## src/rtl/serial_adder.sv

```systemverilog
`default_nettype none
// ============================================================================
//  Module      : serial_adder
//  Description : Bit-serial adder. One full-adder slice and a carry flop are
//                iterated LSB-first over WIDTH cycles under a start/busy/done
//                handshake. Optional subtract mode: SERIAL_ADDER_SUB_EN.
//  Revision    : 1.0 - initial release
// ============================================================================
module serial_adder #(
    parameter int WIDTH = 4
) (
    input  logic             clk,
    input  logic             rst,
    input  logic             start,
    input  logic [WIDTH-1:0] a,
    input  logic [WIDTH-1:0] b,
`ifdef SERIAL_ADDER_SUB_EN
    input  logic             sub,
`endif
    output logic             busy,
    output logic             done,
    output logic             s_bit,
    output logic [WIDTH-1:0] sum,
    output logic             cout
);

    localparam int c_CNT_W = (WIDTH > 1) ? $clog2(WIDTH) : 1;
    localparam logic [c_CNT_W-1:0] c_LAST = c_CNT_W'(WIDTH - 1);

    typedef enum logic [1:0] {
        S_IDLE = 2'd0,
        S_RUN  = 2'd1,
        S_DONE = 2'd2
    } state_t;

    state_t r_state;
    state_t w_state_next;

    logic [WIDTH-1:0]   r_a_sr;
    logic [WIDTH-1:0]   r_b_sr;
    logic [WIDTH-1:0]   r_res_sr;
    logic [WIDTH-1:0]   r_sum;
    logic               r_cout;
    logic               r_carry;
    logic [c_CNT_W-1:0] r_cnt;

    logic               w_accept;
    logic               w_last;
    logic               w_b_bit;
    logic               w_sum_bit;
    logic               w_carry_next;
    logic               w_carry_init;
    logic [WIDTH-1:0]   w_res_next;

`ifdef SERIAL_ADDER_SUB_EN
    logic r_sub;

    // Subtraction is a + ~b + 1: invert the b stream and seed the carry.
    always_ff @(posedge clk) begin
        if (rst) begin
            r_sub <= 1'b0;
        end else if (w_accept) begin
            r_sub <= sub;
        end
    end

    assign w_b_bit      = r_b_sr[0] ^ r_sub;
    assign w_carry_init = sub;
`else
    assign w_b_bit      = r_b_sr[0];
    assign w_carry_init = 1'b0;
`endif

    assign w_accept     = (r_state == S_IDLE) && start;
    assign w_last       = (r_state == S_RUN) && (r_cnt == c_LAST);
    assign w_sum_bit    = r_a_sr[0] ^ w_b_bit ^ r_carry;
    assign w_carry_next = (r_a_sr[0] & w_b_bit) | (r_a_sr[0] & r_carry) | (w_b_bit & r_carry);

    generate
        if (WIDTH == 1) begin : g_res_w1
            assign w_res_next = w_sum_bit;
        end else begin : g_res_wn
            assign w_res_next = {w_sum_bit, r_res_sr[WIDTH-1:1]};
        end
    endgenerate

    always_ff @(posedge clk) begin
        if (rst) begin
            r_state <= S_IDLE;
        end else begin
            r_state <= w_state_next;
        end
    end

    always_comb begin
        w_state_next = r_state;
        case (r_state)
            S_IDLE:  if (start) w_state_next = S_RUN;
            S_RUN:   if (w_last) w_state_next = S_DONE;
            S_DONE:  w_state_next = S_IDLE;
            default: w_state_next = S_IDLE;
        endcase
    end

    always_ff @(posedge clk) begin
        if (rst) begin
            r_a_sr   <= '0;
            r_b_sr   <= '0;
            r_res_sr <= '0;
            r_sum    <= '0;
            r_cout   <= 1'b0;
            r_carry  <= 1'b0;
            r_cnt    <= '0;
        end else if (w_accept) begin
            r_a_sr   <= a;
            r_b_sr   <= b;
            r_res_sr <= '0;
            r_carry  <= w_carry_init;
            r_cnt    <= '0;
        end else if (r_state == S_RUN) begin
            r_a_sr   <= r_a_sr >> 1;
            r_b_sr   <= r_b_sr >> 1;
            r_res_sr <= w_res_next;
            r_carry  <= w_carry_next;
            r_cnt    <= r_cnt + c_CNT_W'(1);
            // Published results change only when the final bit lands.
            if (w_last) begin
                r_sum  <= w_res_next;
                r_cout <= w_carry_next;
            end
        end
    end

    assign busy  = (r_state == S_RUN);
    assign done  = (r_state == S_DONE);
    assign s_bit = (r_state == S_RUN) & w_sum_bit;
    assign sum   = r_sum;
    assign cout  = r_cout;

endmodule
`default_nettype wire

```

## config.mk

```make
export PLATFORM = sky130hd
export DESIGN_NAME = serial_adder
export DESIGN_NICKNAME = d
export VERILOG_FILES = /design/src/rtl/serial_adder.sv
export SDC_FILE = /design/constraint.sdc
export NUM_CORES = 1
export LEC_CHECK = 0
export CAP_MARGIN = 20
export CORE_ASPECT_RATIO = 1.1
export CORE_MARGIN = 2
export CORE_UTILIZATION = 52
export DETAILED_ROUTE_END_ITERATION = 8
export PLACE_DENSITY = 0.89
export SYNTH_ARGS = -nofsm -noshare
export SYNTH_HDL_FRONTEND = slang
export SYNTH_SLANG_ARGS = --single-unit
```

## constraint.sdc

```tcl
create_clock -name clk -period 2.3 [get_ports clk]
set_input_delay 0.46 -clock clk [delete_from_list [all_inputs] [get_ports clk]]
set_output_delay 0.46 -clock clk [all_outputs]
set_load 0.05 [all_outputs]
```

After elaboration in Yosys (flattened, before gate mapping) --
Index checks and enable logic that the tools add are counted.
Cells by class: muxes and demuxes 7, bitwise operators 9, $add $sub $neg 1, reduce and logical (&&, ||, !) cells 7, equality and inequality tests 5
Operator list (number):
- $mux W4 | 4
- $and A1 B1 Y1 | 4
- $eq A2 B2 Y1 const B | 2
- $mux W2 | 2
- $pmux W2 S2 | 1
- $reduce_and A3 Y1 | 1
- $add A2 B1 Y2 const B | 1
- $eq A2 B1 Y1 const B | 1
- $logic_and A1 B1 Y1 | 2
- $logic_not A2 Y1 | 1
- $ne A2 B1 Y1 const B | 1
- $ne A2 B2 Y1 const B | 1
- $or A1 B1 Y1 | 2
- $reduce_and A2 Y1 | 1
- $reduce_bool A2 Y1 | 1
- $reduce_or A2 Y1 | 1
- $xor A1 B1 Y1 | 2
- $not A1 Y1 | 1
Storage, ports and cells: flip-flop bits (word level) 22, output and inout port bits 8, word-level logic and storage cells 37

Logic depth before layout (Yosys ltp) --
Gate-level depths: netlist of the first run.
word-level depth 4, gate-level depth with buffers 6

Worst setup path after synthesis of the first run --
No wires, ideal clock.
kind flip-flop to output port, start register r_state[1], end output port s_bit, path buffers 1, stages on the path, launching flop included 6, arrival 1364 ps, slack 476 ps, data required time 1840 ps, cells stage by stage dfxtp_1 nand2b_4 inv_2 buf_2 nand2_1 inv_1
On the way: word-level cells in the longest chain between the ends 2
RTL lines:
- from (decl) | RTL line 36 | state_t r_state;
- from (signal assigned) | RTL line 91 | r_state <= w_state_next;
- $eq A2 B1 Y1
- net busy | RTL line 20 | output logic busy,
- $and A1 B1 Y1 | RTL line 136 | assign s_bit = (r_state == S_RUN) & w_sum_bit;
- to (decl) | RTL line 22 | output logic s_bit,
The timed path passes the listed nets, and every way through them passes these cells.

Final worst setup path of the first run --
start register r_state[1], end output port done
On the way: word-level cells in the longest chain between the ends 1
RTL lines:
- $eq A2 B2 Y1 | RTL line 135 | assign done = (r_state == S_DONE);
- to (decl) | RTL line 21 | output logic done,
Every way passes these cells.

==> summary.txt, run 1 <==
Logic synthesis
  • Avg Inst Size Synth: 8.590 um^2
  • Cell Area, Synth: 893.4 um^2
  • Synth warnings: 0
  • Top cells by area, synth: dfxtp_1, a21oi_1, nand2_1, nand3_1, a211oi_1
  • Synth Instances: 104
  • Yosys cell types: 27
  • Most frequent cells after synthesis: dfxtp_1, nand2_1, a21oi_1
  • Post-synth EDFFs: 0
  • Sequential element share of the synthesized area: 47.06%
  • Syn_nets: 117
  • Share of the synthesized area in the top cell type: 47.06%
  • Synth Flop Type: dfxtp_1
  • Flops & latches, synth: 21
  • Post-synth top area cell: dfxtp_1
  • Ys async rst share: 0%

STA
  • Achievable Freq: 456.3 MHz
  • Period minus WS final: 2.191 ns
  • RSZ-0062 raised after global routing: no
  • Layout Skew: 0.001725 ns
  • Final Hold Vio Count: 0
  • Fin crit share: 95.28%
  • Max-slew headroom: 66.91%
  • Worst hold margin: 0.4640 ns
  • Actual slew at the worst max-slew pin: 0.4948 ns
  • Max Slew Vio Count: 0
  • Setup violations, final: 0
  • Setup TNS: 0 ns

Layout
  • N_diodes: 0
  • Core Util, Final: 68.86%
  • Nets: 136
  • Layout cells sized above 1: 12.30%
  • Post-Layout Cell Count: 139
  • Area growth from synthesis to layout: 22.97%

Floorplan
  • Die area: 2066 um^2
  • Ports: 19
  • Initial core utilization: 56.00%
  • Die X: 43.52 um
  • Row Count: 15
  • Core Footprint: 1595 um^2
  • DIE HEIGHT: 47.47 um

Setup path
  • CP Capture Point: done
  • Startpoint Class: flop
  • Reg2reg end: r_b_sr[2]$_SDFFE_PP0P_
  • CP cell instances: nor2b_1 -> clkdlybuf4s50_1
  • Slowest CP cell: clkdlybuf4s50_1
  • Worst Path Required: 1.84 ns
  • Launching point of the worst reg2reg path: r_state[0]$_SDFFE_PP0P_
  • Critical path startpoint: r_state[1]$_SDFFE_PP0P_
  • FF-to-FF setup slack: 0.85 ns
  • Kind of critical path: flop to output pin
  • CP peak stage delay: 0.80 ns
  • Crit path capture type: output pin
  • Data arrival, critical path: 1.73 ns
  • Crit path max fanout: 8
  • Cells on worst reg2reg path: 4

Placed design
  • GPL Wtd Cong: 0.7361
  • Post-DP HPWL: 1228 um
  • Placed insts: 135
  • # port buffers: 18

Power
  • Seq pwr share: 57.9%
  • Leakage: 0.4021 nW
  • Clock share of power: 26.4%
  • Switching pwr: 184.9 uW
  • Max VDD drop: 426.4 uV
  • Sw Ratio: 27.19%
  • Power Density: 619.1 nW/um^2
  • Power, Total: 680.1 uW
  • Combinational share of power: 15.7%
  • Internal: 495.2 uW

GRT
  • Initial antenna violation count: 0
  • Vias in the first global route: 630
  • Largest net degree at the start of global routing: 17
  • Remaining global-route overflow: 0
  • All-Layer GR Usage: 18.60%
  • Wire length of the first global-routing pass: 2739 um

Clock network
  • # H-tree levels: 1
  • Clk root buf: clkbuf_4
  • Clock Latency Late Sink: 0.31 ns
  • Post-CTS setup repair buffer count: 0
  • Post-CTS Hold Fix Bufs: 0
  • Clk sinks: 21
  • Clock slew at reported path FFs: 0.11 ns
  • TritonCTS Buffers: 3
  • CTS tree: built
  • Longest Clk Path Bufs: 2
  • Resized Gates After CTS: 0

Drt
  • Routed wire per std cell: 12.06 um
  • First DRT Iteration DRCs: 20
  • ANT nets after route: 0
  • Via/cell ratio: 5.353
  • Post-route DRC: 0
  • WL final: 1676 um
  • Via Count: 744
  • Drt first pass iters: 4

Min path
  • Hold Path Depth: 2
  • Hold/Removal Path Class: flop to flop

Status
  • Outcome: completed

Job
  • Max-Cap Viols: 0
## layout make-up
type	instances	area [um^2]
inverters	2	7.507
fillers	120	496.7
repair buffers	19	195.2
clock buffers	3	22.52
well taps	17	21.27
clock inverters	1	5.005
multi-input cells	76	426.7
flip-flops and latches	21	420.4
## flip-flops by register name, summed over array words and instances, names as in the netlist
signal	cells
r_state	2
r_res_sr	3
r_a_sr	4
cout	1
r_b_sr	4
r_cnt	2
sum	4
r_carry	1
## layer usage
metal	track usage, %	share of wire, %	vias to the layer above
met1	22.33	45	342
met5	0	0	-
met3	3.396	3.4	5
li1	-	-	386
met4	12.73	2.6	0
met2	31.04	49	11
## critical path, delay by kind of cell (launching register included)
| family | cells | cell delay [ns] |
|---|---|---|
| buffers and inverters | 1 | 0.80 |
| and+or+nand+nor | 1 | 0.16 |
| DFF | 1 | 0.46 |
## layout by cell type, fill, tap and decap left out
| cell | count |
|---|---|
| inv_2 | 1 |
| buf_12 | 1 |
| nand2b_2 | 1 |
| a211oi_1 | 4 |
| o21ba_2 | 1 |
| clkinv_2 | 1 |
| clkdlybuf4s50_1 | 16 |
| dfxtp_1 | 21 |
| nor3b_2 | 1 |
| nor3_1 | 2 |
| clkbuf_4 | 3 |
| or3b_1 | 1 |
| o21a_1 | 1 |
| a21oi_1 | 18 |
| nand2b_1 | 2 |
| xnor2_1 | 1 |
| nor2b_1 | 1 |
| inv_1 | 1 |
| or3b_2 | 2 |
| nand3b_1 | 1 |
| nand2_1 | 21 |
| ha_1 | 1 |
| nor2_2 | 1 |
| fa_1 | 1 |
| nor2_1 | 8 |
| nand2b_4 | 1 |
| buf_4 | 2 |
| nand3_1 | 7 |
## power by group through the flow
stage | registers (mW) | clock network, mW | logic (mW)
after floorplan | 0.395 | 0 | 0.0798
after global placement | 0.401 | 0 | 0.105
after detailed placement | 0.402 | 0 | 0.107
after CTS | 0.393 | 0.185 | 0.107
after global routing | 0.396 | 0.197 | 0.118
final | 0.394 | 0.180 | 0.107
## worst min-delay path by stage
stage                     slack [ns]                      to                    from
final                           0.46     sum[1]$_SDFFE_PP0P_     sum[1]$_SDFFE_PP0P_
after global routing            0.49  r_a_sr[2]$_SDFFE_PP0P_  r_a_sr[2]$_SDFFE_PP0P_
after CTS                       0.47     sum[0]$_SDFFE_PP0P_     sum[0]$_SDFFE_PP0P_
after detailed placement        0.45     sum[0]$_SDFFE_PP0P_     sum[0]$_SDFFE_PP0P_
after global placement          0.44  r_a_sr[1]$_SDFFE_PP0P_  r_a_sr[2]$_SDFFE_PP0P_
after floorplan                 0.43  r_a_sr[1]$_SDFFE_PP0P_  r_a_sr[2]$_SDFFE_PP0P_
## stage by stage
step / setup WS, ns / area, um^2
floorplan: 0.4758 / 893.4
global placement: 0.4566 / 1071
detailed placement: 0.4606 / 1071
CTS: 0.09916 / 1099
global route: 0.03348 / 1099
finish: 0.1086 / 1099
## logic make-up after synthesis
group	Yosys count	synth area share (%)
XOR/XNOR	1	0.9806
flip-flops	21	47.06
buffers and inverters	7	5.180
AND/OR/NAND/NOR	49	27.73
AO/OA/AOI/OAI	24	15.41
adder cells (fa/ha/maj)	2	3.641
Note: power is estimated with default switching activity, not from simulation.
==> run 2, diff against run 1 <==
RECOVER_POWER = 100   (was default)
==> run 2 against run 1 <==
  * Non-clock buffer count unchanged
  * Count of clock-buffer cells in the layout unchanged
  * First-iteration DRC count grew 5.0%
  * Cell area decreased by 1.8%
  * Die area unchanged
  * Global-route usage stayed put
  * Critical path type unchanged
  * Sequential share of layout area increased by 0.71 points
  * Combinational power is 5% lower
  * Core utilization shrank 1.3 points
  * Highest routed layer unchanged
  * Sequential power hardly changed
==> summary.txt, run 2 (same netlist as run 1, synthesis figures left out) <==
Clock network
  • Resized Gates After CTS: 0
  • TritonCTS Buffers: 3
  • Post-CTS Hold Fix Bufs: 0
  • Longest Clk Path Bufs: 2
  • Post-CTS setup repair buffer count: 0
  • Clock Latency Late Sink: 0.31 ns
  • CTS tree: built
  • Clk sinks: 21
  • Clk root buf: clkbuf_4
  • Clock slew at reported path FFs: 0.11 ns
  • # H-tree levels: 1

Power
  • Combinational share of power: 15.0%
  • Max VDD drop: 433.5 uV
  • Sw Ratio: 27.59%
  • Clock share of power: 26.9%
  • Leakage: 0.4135 nW
  • Internal: 490.0 uW
  • Power, Total: 676.7 uW
  • Switching pwr: 186.7 uW
  • Power Density: 627.5 nW/um^2
  • Seq pwr share: 58.1%

Setup path
  • Worst Path Required: 1.84 ns
  • Crit path capture type: output pin
  • Launching point of the worst reg2reg path: r_state[0]$_SDFFE_PP0P_
  • FF-to-FF setup slack: 0.86 ns
  • Reg2reg end: r_b_sr[2]$_SDFFE_PP0P_
  • Kind of critical path: flop to output pin
  • Data arrival, critical path: 1.71 ns
  • Startpoint Class: flop
  • Crit path max fanout: 8
  • Cells on worst reg2reg path: 3

GRT
  • Initial antenna violation count: 0
  • Largest net degree at the start of global routing: 17
  • Remaining global-route overflow: 0
  • Wire length of the first global-routing pass: 2739 um
  • Vias in the first global route: 630
  • All-Layer GR Usage: 18.60%

Drt
  • Routed wire per std cell: 12.19 um
  • Via/cell ratio: 5.367
  • First DRT Iteration DRCs: 21
  • Drt first pass iters: 5
  • ANT nets after route: 0
  • WL final: 1694 um
  • Post-route DRC: 0
  • Via Count: 746

STA
  • Fin crit share: 94.54%
  • Setup TNS: 0 ns
  • Achievable Freq: 459.9 MHz
  • Max Slew Vio Count: 0
  • Period minus WS final: 2.174 ns
  • Max-slew headroom: 57.80%
  • Final Hold Vio Count: 0
  • RSZ-0062 raised after global routing: no
  • Setup WS post-layout: 0.1256 ns
  • Layout Skew: 0.003925 ns
  • Actual slew at the worst max-slew pin: 0.6316 ns
  • Setup violations, final: 0

Floorplan
  • Ports: 19
  • Die area: 2066 um^2
  • DIE HEIGHT: 47.47 um
  • Core Footprint: 1595 um^2
  • Row Count: 15
  • Die X: 43.52 um
  • Initial core utilization: 56.00%

Min path
  • Hold/Removal Path Class: flop to flop
  • Hold EP: sum[0]$_SDFFE_PP0P_
  • Startpoint of the worst hold path: sum[0]$_SDFFE_PP0P_
  • Hold Path Depth: 2

Status
  • Outcome: completed

Placed design
  • GPL Wtd Cong: 0.7361
  • Post-DP HPWL: 1228 um
  • # port buffers: 18
  • Pre-CTS setup slack: 0.4606 ns

Layout
  • Layout cells sized above 1: 11.48%
  • Core Util, Final: 67.61%
  • Nets: 136
  • Fillers: 124
  • FF+latch area: 420.4 um^2
  • Area of the multi-input gates: 421.7 um^2
  • Area growth from synthesis to layout: 20.73%
  • Commonest non-fill, non-tap cells in the layout: nand2_1, dfxtp_1, a21oi_1
  • N_diodes: 0

Job
  • Max-Cap Viols: 0
-- run 2: final cells by class --
class	instances	area share (%)
multi-input cells	76	39.10
clock inverters	1	0.4640
inverters	2	0.6961
well taps	17	1.972
flip-flops and latches	21	38.98
repair buffers	19	16.71
clock buffers	3	2.088
-- run 2: worst max-delay path by stage --
stage                            startpoint  endpoint  slack (ns)  depth (start not counted)
detailed placement  r_state[1]$_SDFFE_PP0P_      done        0.46                          2
floorplan           r_state[1]$_SDFFE_PP0P_     s_bit        0.48                          5
global placement    r_state[1]$_SDFFE_PP0P_      done        0.46                          2
CTS                 r_state[1]$_SDFFE_PP0P_      done         0.1                          2
finish              r_state[1]$_SDFFE_PP0P_      done        0.13                          2
global route        r_state[0]$_SDFFE_PP0P_     s_bit        0.04                          5
-- run 2: per-stage QoR --
stage / hold slack, ns / instances / cell area, um^2
5_1_grt: 0.4912 / 139 / 1079
4_1_cts: 0.4660 / 139 / 1099
2_1_floorplan: 0.4320 / 104 / 893.4
3_5_place_dp: 0.4498 / 135 / 1071
3_3_place_gp: 0.4448 / 135 / 1071
6_report: 0.4608 / 139 / 1079
-- run 2: critical path, stage by stage (launching register included) --
cell and delay [ns]:
dfxtp_1 0.45, nor2b_1 0.15, clkdlybuf4s50_1 0.80
-- run 2: metal layers --
layer | wire (um) | share of wire (%) | global-route usage, % | vias to the layer above
met2 | 824 | 49 | 31.04 | 26
met3 | 93 | 5.5 | 3.396 | 5
met5 | 0 | 0 | 0 | -
met4 | 45 | 2.7 | 12.73 | 0
li1 | - | - | - | 386
met1 | 730 | 43 | 22.33 | 329
-- run 2: power by group through the flow --
stage	Sequential [mW]	Clock, mW	Combinational [mW]
3_5_place_dp	0.402	0	0.107
3_3_place_gp	0.401	0	0.105
4_1_cts	0.393	0.185	0.107
2_1_floorplan	0.395	0	0.0798
5_1_grt	0.396	0.197	0.112
6_report	0.393	0.182	0.102
==> run 3, diff against run 2 <==
==> constraint.sdc (replaced) <==
create_clock -name clk -period 2.3 [get_ports clk]
set_input_delay 0.69 -clock clk [delete_from_list [all_inputs] [get_ports clk]]
set_output_delay 0.69 -clock clk [all_outputs]
set_load 0.05 [all_outputs]
==> run 3 against run 2 <==
  * Sequential power hardly changed
  * Total power is 0.68% higher
  * Non-clock buffer count is 1 higher
  * Register-to-register slack worse by 0.05 ns
  * Setup slack worse by 0.051 ns
  * First-iteration DRC count is 19% lower
  * Die area stayed put
==> summary.txt, run 3 (same netlist as run 1, synthesis figures left out) <==
Drt
  • Routed wire per std cell: 13.60 um
  • First DRT Iteration DRCs: 17
  • Via Count: 794
  • Via/cell ratio: 5.671
  • Post-route DRC: 0
  • ANT nets after route: 0
  • WL final: 1904 um
  • Drt first pass iters: 4

Placed design
  • Post-DP HPWL: 1392 um
  • Placed insts: 136
  • # port buffers: 18
  • GPL Wtd Cong: 0.7254
  • Post-DP Area: 1089 um^2
  • Pre-CTS setup slack: 0.2328 ns

GRT
  • All-Layer GR Usage: 21.04%
  • Remaining global-route overflow: 0
  • Wire length of the first global-routing pass: 3146 um
  • Initial antenna violation count: 0
  • Vias in the first global route: 775
  • Largest net degree at the start of global routing: 14

Min path
  • Hold/Removal Path Class: flop to flop
  • Startpoint of the worst hold path: sum[0]$_SDFFE_PP0P_
  • Hold EP: sum[0]$_SDFFE_PP0P_
  • Hold Path Depth: 2

Clock network
  • Post-CTS setup repair buffer count: 0
  • Resized Gates After CTS: 1
  • Clock Latency Late Sink: 0.30 ns
  • Longest Clk Path Bufs: 2
  • Clk root buf: clkbuf_4
  • TritonCTS Buffers: 3
  • Post-CTS Hold Fix Bufs: 0
  • Clk sinks: 21
  • CTS tree: built
  • Clock slew at reported path FFs: 0.12 ns
  • # H-tree levels: 1

Power
  • Switching pwr: 182.0 uW
  • Leakage: 0.4217 nW
  • Internal: 499.3 uW
  • Seq pwr share: 57.8%
  • Clock share of power: 25.2%
  • Sw Ratio: 26.72%
  • Max VDD drop: 420.7 uV
  • Power Density: 614.0 nW/um^2
  • Combinational share of power: 16.9%
  • Power, Total: 681.4 uW

Setup path
  • Critical path buffers and inverters: 2
  • Slowest CP cell: fa_1
  • CP cell instances: fa_1 -> nand2_1 -> inv_1 -> buf_12
  • FF-to-FF setup slack: 0.81 ns
  • Cell family with most CP delay: adder cells
  • Launching point of the worst reg2reg path: r_state[1]$_SDFFE_PP0P_
  • CP peak stage delay: 0.56 ns
  • Startpoint Class: flop
  • Data arrival, critical path: 1.54 ns
  • Number of cells on the critical path: 4
  • Reg2reg end: r_b_sr[2]$_SDFFE_PP0P_
  • Crit path max fanout: 2
  • Worst Path Required: 1.61 ns
  • Critical path startpoint: r_a_sr[0]$_SDFFE_PP0P_
  • Kind of critical path: flop to output pin
  • Crit path capture type: output pin
  • Cells on worst reg2reg path: 3

STA
  • Setup TNS: 0 ns
  • Setup WS post-layout: 0.07467 ns
  • RSZ-0062 raised after global routing: no
  • Max-slew headroom: 53.97%
  • Final Hold Vio Count: 0
  • Achievable Freq: 449.4 MHz
  • Layout Skew: 0.008255 ns
  • Setup violations, final: 0
  • Worst hold margin: 0.4641 ns
  • Fin crit share: 96.75%
  • Actual slew at the worst max-slew pin: 0.6889 ns
  • Max Slew Vio Count: 0
  • Period minus WS final: 2.225 ns

Floorplan
  • Core Footprint: 1595 um^2
  • Row Count: 15
  • Die X: 43.52 um
  • Die area: 2066 um^2
  • Ports: 19
  • DIE HEIGHT: 47.47 um
  • Initial core utilization: 56.00%

Layout
  • Layout cells sized above 1: 13.82%
  • Commonest non-fill, non-tap cell in the layout: nand2_1
  • N_diodes: 0
  • Post-Layout Cell Count: 140
  • Commonest non-fill, non-tap cells in the layout: nand2_1, dfxtp_1, a21oi_1
  • Area growth from synthesis to layout: 24.23%
  • Post-route cell area: 1110 um^2
  • FF+latch area: 422.9 um^2
  • Nets: 137
  • Area of the multi-input gates: 421.7 um^2
  • Fillers: 134
  • Core Util, Final: 69.57%

Status
  • Outcome: completed

Job
  • Max-Cap Viols: 0
[run 3: changes by cell type in the layout (fill, tap and decap cells not counted), sizes merged]
cell / change
clkdlybuf4s50: -1
buf: +2
[run 3: routing by layer]
layer,share of wire [%],global-route usage (%)
met1,43,23.28
met2,52,39.40
met3,2.7,3.774
met4,2.1,10.91
met5,0,0
[run 3: how the worst max path moves through the flow]
stage	slack, ns	endpoint
finish	0.07	s_bit
detailed placement	0.23	r_res_sr[2]$_SDFFE_PP0N_
CTS	0.06	s_bit
floorplan	0.25	s_bit
global route	0.006	s_bit
global placement	0.26	r_cnt[0]$_SDFFE_PP0N_
[run 3: power groups by stage]
stage               Sequential (mW)  Combinational, mW  Clock, mW
floorplan                     0.395             0.0798          0
global placement              0.401              0.112          0
detailed placement            0.402              0.116          0
CTS                           0.394              0.118      0.172
global route                  0.397              0.126      0.194
finish                        0.394              0.115      0.172
[run 3: layout make-up]
cell class	instances	area share (%)
clock inverters	1	0.4510
well taps	17	1.917
flip-flops and latches	21	38.11
inverters	2	0.6764
repair buffers	20	18.83
clock buffers	3	2.029
multi-input cells	76	37.99
[run 3: worst register-to-register path: cells and delay by family (launching register included)]
kind               cells  cell delay (ns)
and+or+nand+nor        1             0.62
DFF                    1             0.40
AOI/OAI and AO/OA      2             0.40
